[config.mk]
export PLATFORM = sky130hd
export DESIGN_NAME = seg7_scan_ctrl_flat
export DESIGN_NICKNAME = d
export VERILOG_FILES = /design/src/rtl/seg7_pkg.sv /design/src/rtl/seg7_scan_ctrl_if.sv /design/src/rtl/seg7_hex_decode.sv /design/src/rtl/seg7_scan_ctrl.sv /design/src/flat_wrapper.sv
export SDC_FILE = /design/constraint.sdc
export NUM_CORES = 1
export LEC_CHECK = 0
export CORE_UTILIZATION = 35
export CTS_CLUSTER_SIZE = 14
export DETAILED_ROUTE_END_ITERATION = 10
export RECOVER_POWER = 100
export SKIP_CTS_REPAIR_TIMING = 1
export SLEW_MARGIN = 30
export SYNTH_ARGS = -nofsm -noshare
export SYNTH_HDL_FRONTEND = slang
export SYNTH_SLANG_ARGS = --single-unit
export TNS_END_PERCENT = 20
[constraint.sdc]
create_clock -name app_clk -period 4.3 [get_ports app_clk]
set_input_delay 1.29 -clock app_clk [delete_from_list [all_inputs] [get_ports app_clk]]
set_output_delay 1.29 -clock app_clk [all_outputs]
set_load 0.02 [all_outputs]
[src/rtl/seg7_pkg.sv]
// Shared types and constants for the 4-digit multiplexed 7-segment scanner.
package seg7_pkg;

  localparam int unsigned N_DIGITS = 4;
  localparam int unsigned IDX_W    = $clog2(N_DIGITS);
  localparam int unsigned NIB_W    = 4;
  localparam int unsigned VAL_W    = N_DIGITS * NIB_W;
  localparam int unsigned SEG_W    = 7;

  typedef enum logic {
    BLANK,
    DRIVE
  } state_t;

  typedef struct packed {
    logic [VAL_W-1:0]    value;
    logic [N_DIGITS-1:0] dp;
    logic [N_DIGITS-1:0] en;
  } upd_t;

  // Active-high abcdefg patterns, entry n is the glyph for hex digit n
  localparam logic [15:0][SEG_W-1:0] SEG_TABLE = {
    7'h47, 7'h4F, 7'h3D, 7'h4E, 7'h1F, 7'h77, 7'h7B, 7'h7F,
    7'h70, 7'h5F, 7'h5B, 7'h33, 7'h79, 7'h6D, 7'h30, 7'h7E
  };

  // Digit n stays lit only if some nibble at or above n is non-zero; digit 0 always lit
  function automatic logic [N_DIGITS-1:0] lz_mask(input logic [VAL_W-1:0] v);
    return {|v[15:12], |v[15:8], |v[15:4], 1'b1};
  endfunction

endpackage

[src/rtl/seg7_scan_ctrl_if.sv]
// Update handshake between client logic and the 7-segment scanner.
interface seg7_scan_ctrl_if;
  import seg7_pkg::*;

  logic                upd_valid;
  logic                upd_ready;
  logic [VAL_W-1:0]    upd_value;
  logic [N_DIGITS-1:0] upd_dp;
  logic [N_DIGITS-1:0] upd_digit_en;

  modport master (
    output upd_valid, upd_value, upd_dp, upd_digit_en,
    input  upd_ready
  );

  modport slave (
    input  upd_valid, upd_value, upd_dp, upd_digit_en,
    output upd_ready
  );
endinterface

[src/rtl/seg7_hex_decode.sv]
// Nibble to active-high abcdefg segment pattern; polarity is applied by the caller.
module seg7_hex_decode
  import seg7_pkg::*;
(
  input  logic [NIB_W-1:0] nibble,
  output logic [SEG_W-1:0] seg_c
);
  assign seg_c = SEG_TABLE[nibble];
endmodule

[src/rtl/seg7_scan_ctrl.sv]
// Round-robin 4-digit 7-segment scanner with guard blanking and frame-aligned updates.
// Optional leading-zero blanking when SEG7_LZ_BLANK_EN is defined.
module seg7_scan_ctrl
  import seg7_pkg::*;
#(
  parameter int unsigned CLK_HZ         = 25000000,
  parameter int unsigned SCAN_HZ        = 1000,
  parameter int unsigned BLANK_CYCLES   = 64,
  parameter int unsigned AN_ACTIVE_LOW  = 1,
  parameter int unsigned SEG_ACTIVE_LOW = 1
) (
  input  logic                app_clk,
  input  logic                app_arst,
  seg7_scan_ctrl_if.slave     upd,
  output logic [N_DIGITS-1:0] AN,
  output logic [SEG_W-1:0]    A_TO_G,
  output logic                DOT,
  output logic                frame_done
);

  localparam int unsigned DIGIT_CYCLES = CLK_HZ / (N_DIGITS * SCAN_HZ);
  localparam int unsigned DRIVE_CYCLES = DIGIT_CYCLES - BLANK_CYCLES;
  localparam int unsigned CNT_W        = $clog2(DIGIT_CYCLES + 1);

  localparam logic [N_DIGITS-1:0] AN_OFF  = (AN_ACTIVE_LOW != 0) ? '1 : '0;
  localparam logic                SEG_INV = (SEG_ACTIVE_LOW != 0);
  localparam logic [SEG_W-1:0]    SEG_OFF = {SEG_W{SEG_INV}};

  if (DIGIT_CYCLES <= BLANK_CYCLES) begin : g_bad_timing
    $error("seg7_scan_ctrl: digit slot must be longer than BLANK_CYCLES");
  end

  state_t              state_q, state_d;
  logic [CNT_W-1:0]    cnt_q, cnt_d;
  logic [IDX_W-1:0]    idx_q, idx_d;
  logic                frame_end_c, commit_c, accept_c;
  upd_t                shadow_q, shadow_d, active_q, active_d;
  logic                full_q, full_d, ready_q;
  logic [NIB_W-1:0]    nib_c;
  logic [SEG_W-1:0]    seg_c, seg_d;
  logic [N_DIGITS-1:0] an_d;
  logic                dot_d, fd_d;

  // Slot scheduler: BLANK guard then DRIVE, advancing the digit index per slot
  always_comb begin
    state_d     = state_q;
    cnt_d       = cnt_q + CNT_W'(1);
    idx_d       = idx_q;
    frame_end_c = 1'b0;
    case (state_q)
      BLANK: begin
        if (cnt_q == CNT_W'(BLANK_CYCLES - 1)) begin
          state_d = DRIVE;
          cnt_d   = '0;
        end
      end
      DRIVE: begin
        if (cnt_q == CNT_W'(DRIVE_CYCLES - 1)) begin
          state_d     = BLANK;
          cnt_d       = '0;
          idx_d       = idx_q + IDX_W'(1);
          frame_end_c = (idx_q == IDX_W'(N_DIGITS - 1));
        end
      end
      default: begin
        state_d = BLANK;
        cnt_d   = '0;
      end
    endcase
    fd_d = (state_d == DRIVE) && (idx_d == IDX_W'(N_DIGITS - 1)) &&
           (cnt_d == CNT_W'(DRIVE_CYCLES - 1));
  end

  // Shadow capture and frame-boundary commit; shadow is full on a commit so they never coincide
  always_comb begin
    accept_c = upd.upd_valid && ready_q;
    commit_c = frame_end_c && full_q;
    shadow_d = shadow_q;
    full_d   = full_q;
    active_d = active_q;
    if (commit_c) begin
      full_d   = 1'b0;
      active_d = shadow_q;
`ifdef SEG7_LZ_BLANK_EN
      active_d.en = shadow_q.en & lz_mask(shadow_q.value);
`endif
    end
    if (accept_c) begin
      full_d         = 1'b1;
      shadow_d.value = upd.upd_value;
      shadow_d.dp    = upd.upd_dp;
      shadow_d.en    = upd.upd_digit_en;
    end
  end

  assign nib_c = active_d.value[{idx_d, 2'b00} +: NIB_W];

  seg7_hex_decode u_dec (
    .nibble (nib_c),
    .seg_c  (seg_c)
  );

  // Display outputs for the upcoming cycle; a disabled digit keeps everything dark
  always_comb begin
    an_d  = AN_OFF;
    seg_d = SEG_OFF;
    dot_d = SEG_INV;
    if ((state_d == DRIVE) && active_d.en[idx_d]) begin
      an_d[idx_d] = ~AN_OFF[idx_d];
      seg_d       = seg_c ^ SEG_OFF;
      dot_d       = active_d.dp[idx_d] ^ SEG_INV;
    end
  end

  always_ff @(posedge app_clk or posedge app_arst) begin
    if (app_arst) begin
      state_q    <= BLANK;
      cnt_q      <= '0;
      idx_q      <= '0;
      shadow_q   <= '0;
      active_q   <= '0;
      full_q     <= 1'b0;
      ready_q    <= 1'b1;
      AN         <= AN_OFF;
      A_TO_G     <= SEG_OFF;
      DOT        <= SEG_INV;
      frame_done <= 1'b0;
    end else begin
      state_q    <= state_d;
      cnt_q      <= cnt_d;
      idx_q      <= idx_d;
      shadow_q   <= shadow_d;
      active_q   <= active_d;
      full_q     <= full_d;
      ready_q    <= ~full_d;
      AN         <= an_d;
      A_TO_G     <= seg_d;
      DOT        <= dot_d;
      frame_done <= fd_d;
    end
  end

  assign upd.upd_ready = ready_q;

endmodule

[src/flat_wrapper.sv]
// flat-port wrapper written by rule: the top's interface ports become plain ports
module seg7_scan_ctrl_flat import seg7_pkg::*;
#(
  parameter int unsigned CLK_HZ         = 25000000,
  parameter int unsigned SCAN_HZ        = 1000,
  parameter int unsigned BLANK_CYCLES   = 64,
  parameter int unsigned AN_ACTIVE_LOW  = 1,
  parameter int unsigned SEG_ACTIVE_LOW = 1
)
  (app_clk, app_arst, AN, A_TO_G, DOT, frame_done, upd_upd_valid, upd_upd_value, upd_upd_dp, upd_upd_digit_en, upd_upd_ready);
  seg7_scan_ctrl_if upd_i ();
  input  logic app_clk;
  input  logic app_arst;
  output logic [N_DIGITS-1:0] AN;
  output logic [SEG_W-1:0] A_TO_G;
  output logic DOT;
  output logic frame_done;
  input wire logic [$bits(upd_i.upd_valid)-1:0] upd_upd_valid;
  input wire logic [$bits(upd_i.upd_value)-1:0] upd_upd_value;
  input wire logic [$bits(upd_i.upd_dp)-1:0] upd_upd_dp;
  input wire logic [$bits(upd_i.upd_digit_en)-1:0] upd_upd_digit_en;
  output wire logic [$bits(upd_i.upd_ready)-1:0] upd_upd_ready;
  assign upd_i.upd_valid = upd_upd_valid;
  assign upd_i.upd_value = upd_upd_value;
  assign upd_i.upd_dp = upd_upd_dp;
  assign upd_i.upd_digit_en = upd_upd_digit_en;
  assign upd_upd_ready = upd_i.upd_ready;
  seg7_scan_ctrl #(.CLK_HZ(CLK_HZ), .SCAN_HZ(SCAN_HZ), .BLANK_CYCLES(BLANK_CYCLES), .AN_ACTIVE_LOW(AN_ACTIVE_LOW), .SEG_ACTIVE_LOW(SEG_ACTIVE_LOW)) u_core (.app_clk(app_clk), .app_arst(app_arst), .upd(upd_i), .AN(AN), .A_TO_G(A_TO_G), .DOT(DOT), .frame_done(frame_done));
endmodule
==> flow_summary.yaml, run 1 <==
clocking:
  clkTransAtPathRegs_ns: 0.08
  clkSinkCount: 79
  cts_root_buf: "clkbuf_8"
  clock_path_buffers: 2
  cts_tree: "done"
  clk_latency_ns: 0.35
  htree_levels: 3
  cts-buffers-inserted: 9
global_route:
  grt_busiest_layer: "met2"
  track_usage_pct: 14.4
  gr-usage-met3_pct: 3.37
  antenna_found_initial: 0
  grt_use_met2_pct: 22.1
  grt_pass1_vias: 2526
  grt_pass1_wl_um: 12400
  met1_usage_pct: 19.3
  grt-ovfl-total: 0
  grt_max_degree: 56
floorplan:
  coreArea_mm2: 0.0103
  io_pins: 41
  dieWidth_um: 105
  rows: 37
  start_util_pct: 36.1
  die_area_mm2: 0.0110
  fp.dieH_um: 105
worst_setup_path:
  crit_fanout: 20
  crit_chain: "ha_1 > nor4bb_1 > nand4_1 > clkbuf_1 > mux2i_1 > mux2i_1 > mux2i_2 > inv_1 > ha_1 > nor2b_1 > a211oi_1 > o21ai_0"
  worstSetupPathType: "register to register"
  required_ns: 4.55
  worstSetupEndpointType: "register"
  cp_slowest_cell: "clkbuf_1"
  crit_path_start_kind: "register"
  worstPathArrival_ns: 3.89
  critPathMaxStageDelay_ns: 0.76
drt:
  routedWlPerCell_um: 13.7
  ant_nets: 0
  firstDrtPassIters: 4
  via_per_inst: 4.76
  route.detailed.drc: 0
  vias: 2393
  drt_iter0_markers: 117
  routed_wirelength_um: 6910
worst_hold_path:
  hold_class: "register to register"
layout:
  final_cell_mix: "dfrtp_1 (66), nand2_1 (65), mux2_2 (27), clkdlybuf4s50_1 (24), mux2i_1 (18)"
  areaGrowthSynthToFinish_pct: 19.0
  utilization_pct: 42.9
  drive_gt1_share_pct: 19.3
  diodes: 0
  fin_nets: 398
  final_common_cell: "dfrtp_1"
sta:
  slew_headroom_pct: 6.19
  fin_skew_ns: 0.00788
  fin_crit_sh_pct: 84.6
  fmax_mhz: 275
  setup_tns_ns: 0
  whs_ns: 0.468
  finalSetupViolCount: 0
  drv_slew: 0
  hold_viol: 0
  worstMarginPinSlew_ns: 1.41
  finalCriticalPeriod_ns: 3.64
  rsz0062_at_grt: "false"
synth:
  synthFlopType: "dfrtp_1"
  synth_nets: 354
  ys_warn_count: 0
  syn_area_per_cell_um2: 11.7
  ys_seq_area_share_pct: 53.8
  ys_ff_latch: 79
  async_reset_ff_share_pct: 100
  netlist_instances: 318
  ys_types: 50
  syn_area_mm2: 0.00371
  synth_edf_count: 0
power_and_ir_drop:
  p_leak_uw: 0.00218
  ir_drop_uv: 170
  power.density_mw_per_mm2: 297
placed_design:
  place.gp.congestion: 0.798
  io_buffers: 40
  dp_hpwl_um: 4970
run_status:
  status: "finished, final reports clean"
run:
  cap_violations: 0
==> sequential cells by signal, summed over array words and instances, names as in the netlist <==
| name | count |
|---|---|
| u_core.active_q | 24 |
| u_core.shadow_q | 24 |
| u_core.cnt_q | 13 |
| u_core.A_TO_G | 7 |
| u_core.AN | 4 |
| u_core.idx_q | 2 |
| u_core.DOT | 1 |
| u_core.frame_done | 1 |
| u_core.full_q | 1 |
| u_core.state_q | 1 |
| u_core.upd.upd_ready | 1 |
==> per-layer routing <==
| layer | vias up | share of wire [%] |
|---|---|---|
| met4 | 0 | 2.3 |
| met5 | - | 0 |
| met3 | 12 | 3.5 |
| li1 | 1163 | - |
| met1 | 1167 | 48 |
| met2 | 51 | 46 |
==> final timing paths <==
kind / from / end / slack (ns) / cells after the start
setup / recovery: u_core.idx_q[0] / u_core.A_TO_G[3] / 0.66 / 12
hold / removal: u_core.active_q[10] / u_core.active_q[10] / 0.47 / 2
setup reg to reg: u_core.idx_q[0] / u_core.A_TO_G[3] / 0.66 / 12
hold reg to reg: u_core.active_q[10] / u_core.active_q[10] / 0.47 / 2
max in group asynchronous: app_arst / u_core.shadow_q[19] / 0.90 / 3
min in group asynchronous: app_arst / u_core.cnt_q[11] / 1.59 / 2
==> through the flow <==
step | total power, uW | instances | area, um2 | worst slack (ns)
6_report | 1310 | 503 | 4410 | 0.664
3_3_place_gp | 798 | 487 | 4250 | 0.977
4_1_cts | 1330 | 503 | 4440 | 0.754
3_5_place_dp | 798 | 487 | 4250 | 0.799
2_1_floorplan | 768 | 318 | 3710 | 1.01
5_1_grt | 1370 | 503 | 4410 | 0.260
==> synth_stat cells (4+ instances only) <==
library cell | number | share of area [%]
dfrtp_1 | 66 | 45
ha_1 | 9 | 3.0
mux2i_1 | 18 | 4.9
xor2_1 | 6 | 1.4
nand3_1 | 12 | 1.6
and3_1 | 6 | 1.0
nor2_1 | 14 | 1.4
inv_1 | 17 | 1.7
xnor2_1 | 6 | 1.4
o211ai_1 | 4 | 0.81
nand2_1 | 65 | 6.6
dfstp_2 | 13 | 9.2
mux2_2 | 27 | 8.2
==> cell type report <==
| cell class | count | area, um2 |
|---|---|---|
| fillers | 992 | 5870 |
| flip-flops and latches | 79 | 1990 |
| multi-input cells | 210 | 1570 |
| repair buffers | 45 | 424 |
| well taps | 136 | 170 |
| clock buffers | 10 | 128 |
| inverters | 17 | 63.8 |
| clock inverters | 6 | 61.3 |
==> critical path: cells and delay by family (launching register included) <==
| kind | cells | cell delay (ns) |
|---|---|---|
| buffers and inverters | 2 | 0.88 |
| adders and majority gates | 2 | 0.55 |
| AOI/OAI and AO/OA | 2 | 0.34 |
| DFF | 1 | 0.50 |
| and+or+nand+nor | 3 | 0.38 |
| muxes | 3 | 0.87 |
==> report_power, final <==
| part | switching [uW] | leakage [uW] | internal [uW] |
|---|---|---|---|
| registers | 0 | 0.00104 | 743 |
| logic | 16.6 | 0.00104 | 20.4 |
| clock network | 265 | 0.0000960 | 266 |
==> cells by family (layout without fill, tap and decap cells) <==
| kind of cell | count (synthesis) | after routing | share of synthesized area [%] |
|---|---|---|---|
| AND/OR/NAND/NOR | 119 | 119 | 15.4 |
| flip-flops | 79 | 79 | 53.8 |
| multiplexers | 52 | 52 | 16.8 |
| buffers and inverters | 29 | 78 | 3.85 |
| AO/OA/AOI/OAI | 17 | 17 | 3.54 |
| XOR/XNOR | 13 | 13 | 3.58 |
| adder cells (fa/ha/maj) | 9 | 9 | 3.04 |
(Power assumes the default switching activity.)
==> run 2: changes to the inputs <==
- clock period: 4.3 -> 3.4 ns (I/O delays scaled with it)
==> run 2 against run 1 <==
  * The flow now finishes with violations (max-capacitance violations, max-slew violations)
  * Sequential power grew 27%
  * Sequential share of layout area shrank 1.0 points
  * Wire length is the same
  * Non-clock buffer count grew 4
  * Register-to-register slack lost 0.45 ns
  * Final cell count grew 0.60%
  * Critical path depth shrank 1
  * Flip-flop and latch count is the same
  * Die area is the same
  * Largest cell class unchanged
==> flow_summary.yaml, run 2 (synthesized netlist as in run 1, its figures left out) <==
layout:
  largestRegisters: "u_core.active_q: 24 flops, u_core.shadow_q: 24 flops, u_core.cnt_q: 13 flops"
  diodes: 0
  final_cell_mix: "dfrtp_1 (66), nand2_1 (65), mux2_2 (27), clkdlybuf4s50_1 (24), mux2i_1 (18)"
  final_common_cell: "dfrtp_1"
  utilization_pct: 43.9
  areaGrowthSynthToFinish_pct: 21.7
  fin_nets: 402
  drive_gt1_share_pct: 20.3
sta:
  rsz0062_at_grt: "false"
  finalSetupViolCount: 0
  fin_skew_ns: 0.0108
  finalCriticalPeriod_ns: 3.19
  setup_tns_ns: 0
  setup_ws_ns: 0.211
  worstMarginPinSlew_ns: 1.88
  fin_crit_sh_pct: 93.8
  slew_headroom_pct: -25.4
  drv_slew: 80
  hold_viol: 0
  fmax_mhz: 314
floorplan:
  rows: 37
  start_util_pct: 36.1
  coreArea_mm2: 0.0103
  fp.dieH_um: 105
  dieWidth_um: 105
  io_pins: 41
  die_area_mm2: 0.0110
drt:
  vias: 2404
  routedWlPerCell_um: 13.7
  via_per_inst: 4.75
  ant_nets: 0
  firstDrtPassIters: 4
  routed_wirelength_um: 6910
  route.detailed.drc: 0
  drt_iter0_markers: 94
run_status:
  violations: "max-capacitance violations, max-slew violations"
  status: "complete, but fails checks"
clocking:
  htree_levels: 3
  clock_path_buffers: 2
  cts_tree: "done"
  cts-buffers-inserted: 9
  clkSinkCount: 79
  clkTransAtPathRegs_ns: 0.08
  cts_root_buf: "clkbuf_8"
  clk_latency_ns: 0.35
worst_setup_path:
  crit_family: "simple AND/OR/NAND/NOR gates"
  critPathBufInv: 2
  worstSetupEndpointType: "register"
  crit_path_start_kind: "register"
  crit_path_frequent_cell: "mux2i_4"
  rrSetupSlack_ns: 0.21
  worstPathArrival_ns: 3.45
  crit_fanout: 13
  required_ns: 3.66
  cp_slowest_cell: "dfrtp_1"
  worstSetupPathType: "register to register"
  critPathMaxStageDelay_ns: 0.43
  crit_chain: "inv_1 > ha_1 > and4b_4 > and4_4 > mux2i_4 > clkbuf_2 > mux4_2 > mux2i_4 > nor2b_2 > nor2b_1 > o31ai_2"
placed_design:
  place.gp.congestion: 0.806
  dp_hpwl_um: 4960
  io_buffers: 40
  post-place-ws_ns: 0.163
power_and_ir_drop:
  ir_drop_uv: 228
  power.density_mw_per_mm2: 408
  p_leak_uw: 0.00222
run:
  cap_violations: 1
global_route:
  grt_pass1_wl_um: 12000
  grt_max_degree: 80
  grt_pass1_vias: 2439
  grt-ovfl-total: 0
  track_usage_pct: 13.8
  antenna_found_initial: 0
worst_hold_path:
  hold_class: "register to register"
## run 2: cell count changes in the layout (fill, tap and decap cells not counted), sizes merged
cell	delta
buf	+3
bufinv	+2
clkbuf	+3
clkinv	-3
clkinvlp	-1
inv	-1
## run 2: routing by layer
layer / global-route usage [%] / wire [um] / share of wire (%) / vias to the layer above
met5: 0 / 0 / 0 / -
met1: 18.7 / 3450 / 50 / 1171
met4: 6.04 / 87 / 1.3 / 0
met2: 21.1 / 3120 / 45 / 47
li1: - / - / - / 1178
met3: 3.43 / 253 / 3.7 / 8
## run 2: cell type report
type | instances | area (um2)
clock buffer | 12 | 155
timing repair buffer | 49 | 452
sequential | 79 | 1990
multi-input combinational | 210 | 1590
tap | 136 | 170
fill | 986 | 5770
clock inverter | 3 | 90.1
inverter | 17 | 63.8
## run 2: path summary, 6_finish.rpt
kind,cells after the start,startpoint,to
setup reg to reg,11,u_core.cnt_q[1],u_core.A_TO_G[6]
setup / recovery,11,u_core.cnt_q[1],u_core.A_TO_G[6]
hold / removal,2,u_core.active_q[9],u_core.active_q[9]
min in group asynchronous,3,app_arst,u_core.idx_q[1]
hold reg to reg,2,u_core.active_q[9],u_core.active_q[9]
max in group asynchronous,3,app_arst,u_core.shadow_q[13]
## run 2: worst register-to-register path, stage by stage, from the launching register on
cell and delay [ns]:
dfrtp_1 0.43, inv_1 0.07, ha_1 0.13, and4b_4 0.24
and4_4 0.36, mux2i_4 0.36, clkbuf_2 0.20, mux4_2 0.32
mux2i_4 0.38, nor2b_2 0.29, nor2b_1 0.22, o31ai_2 0.09
## run 2: metrics by stage
step           std cells  hold WS (ns)  power [uW]  instance area [um2]
2_1_floorplan        318         0.429         971                 3710
3_3_place_gp         491         0.450        1010                 4280
3_5_place_dp         491         0.452        1010                 4280
4_1_cts              506         0.469        1870                 4520
5_1_grt              506         0.494        1900                 4510
6_report             506         0.467        1840                 4510
## run 2: where the power goes
| group | switching, uW | internal (uW) | leakage, uW |
|---|---|---|---|
| Sequential | 0 | 940 | 0.00104 |
| Clock | 328 | 525 | 0.000123 |
| Combinational | 20.8 | 25.9 | 0.00106 |
| Total | 349 | 1490 | 0.00222 |
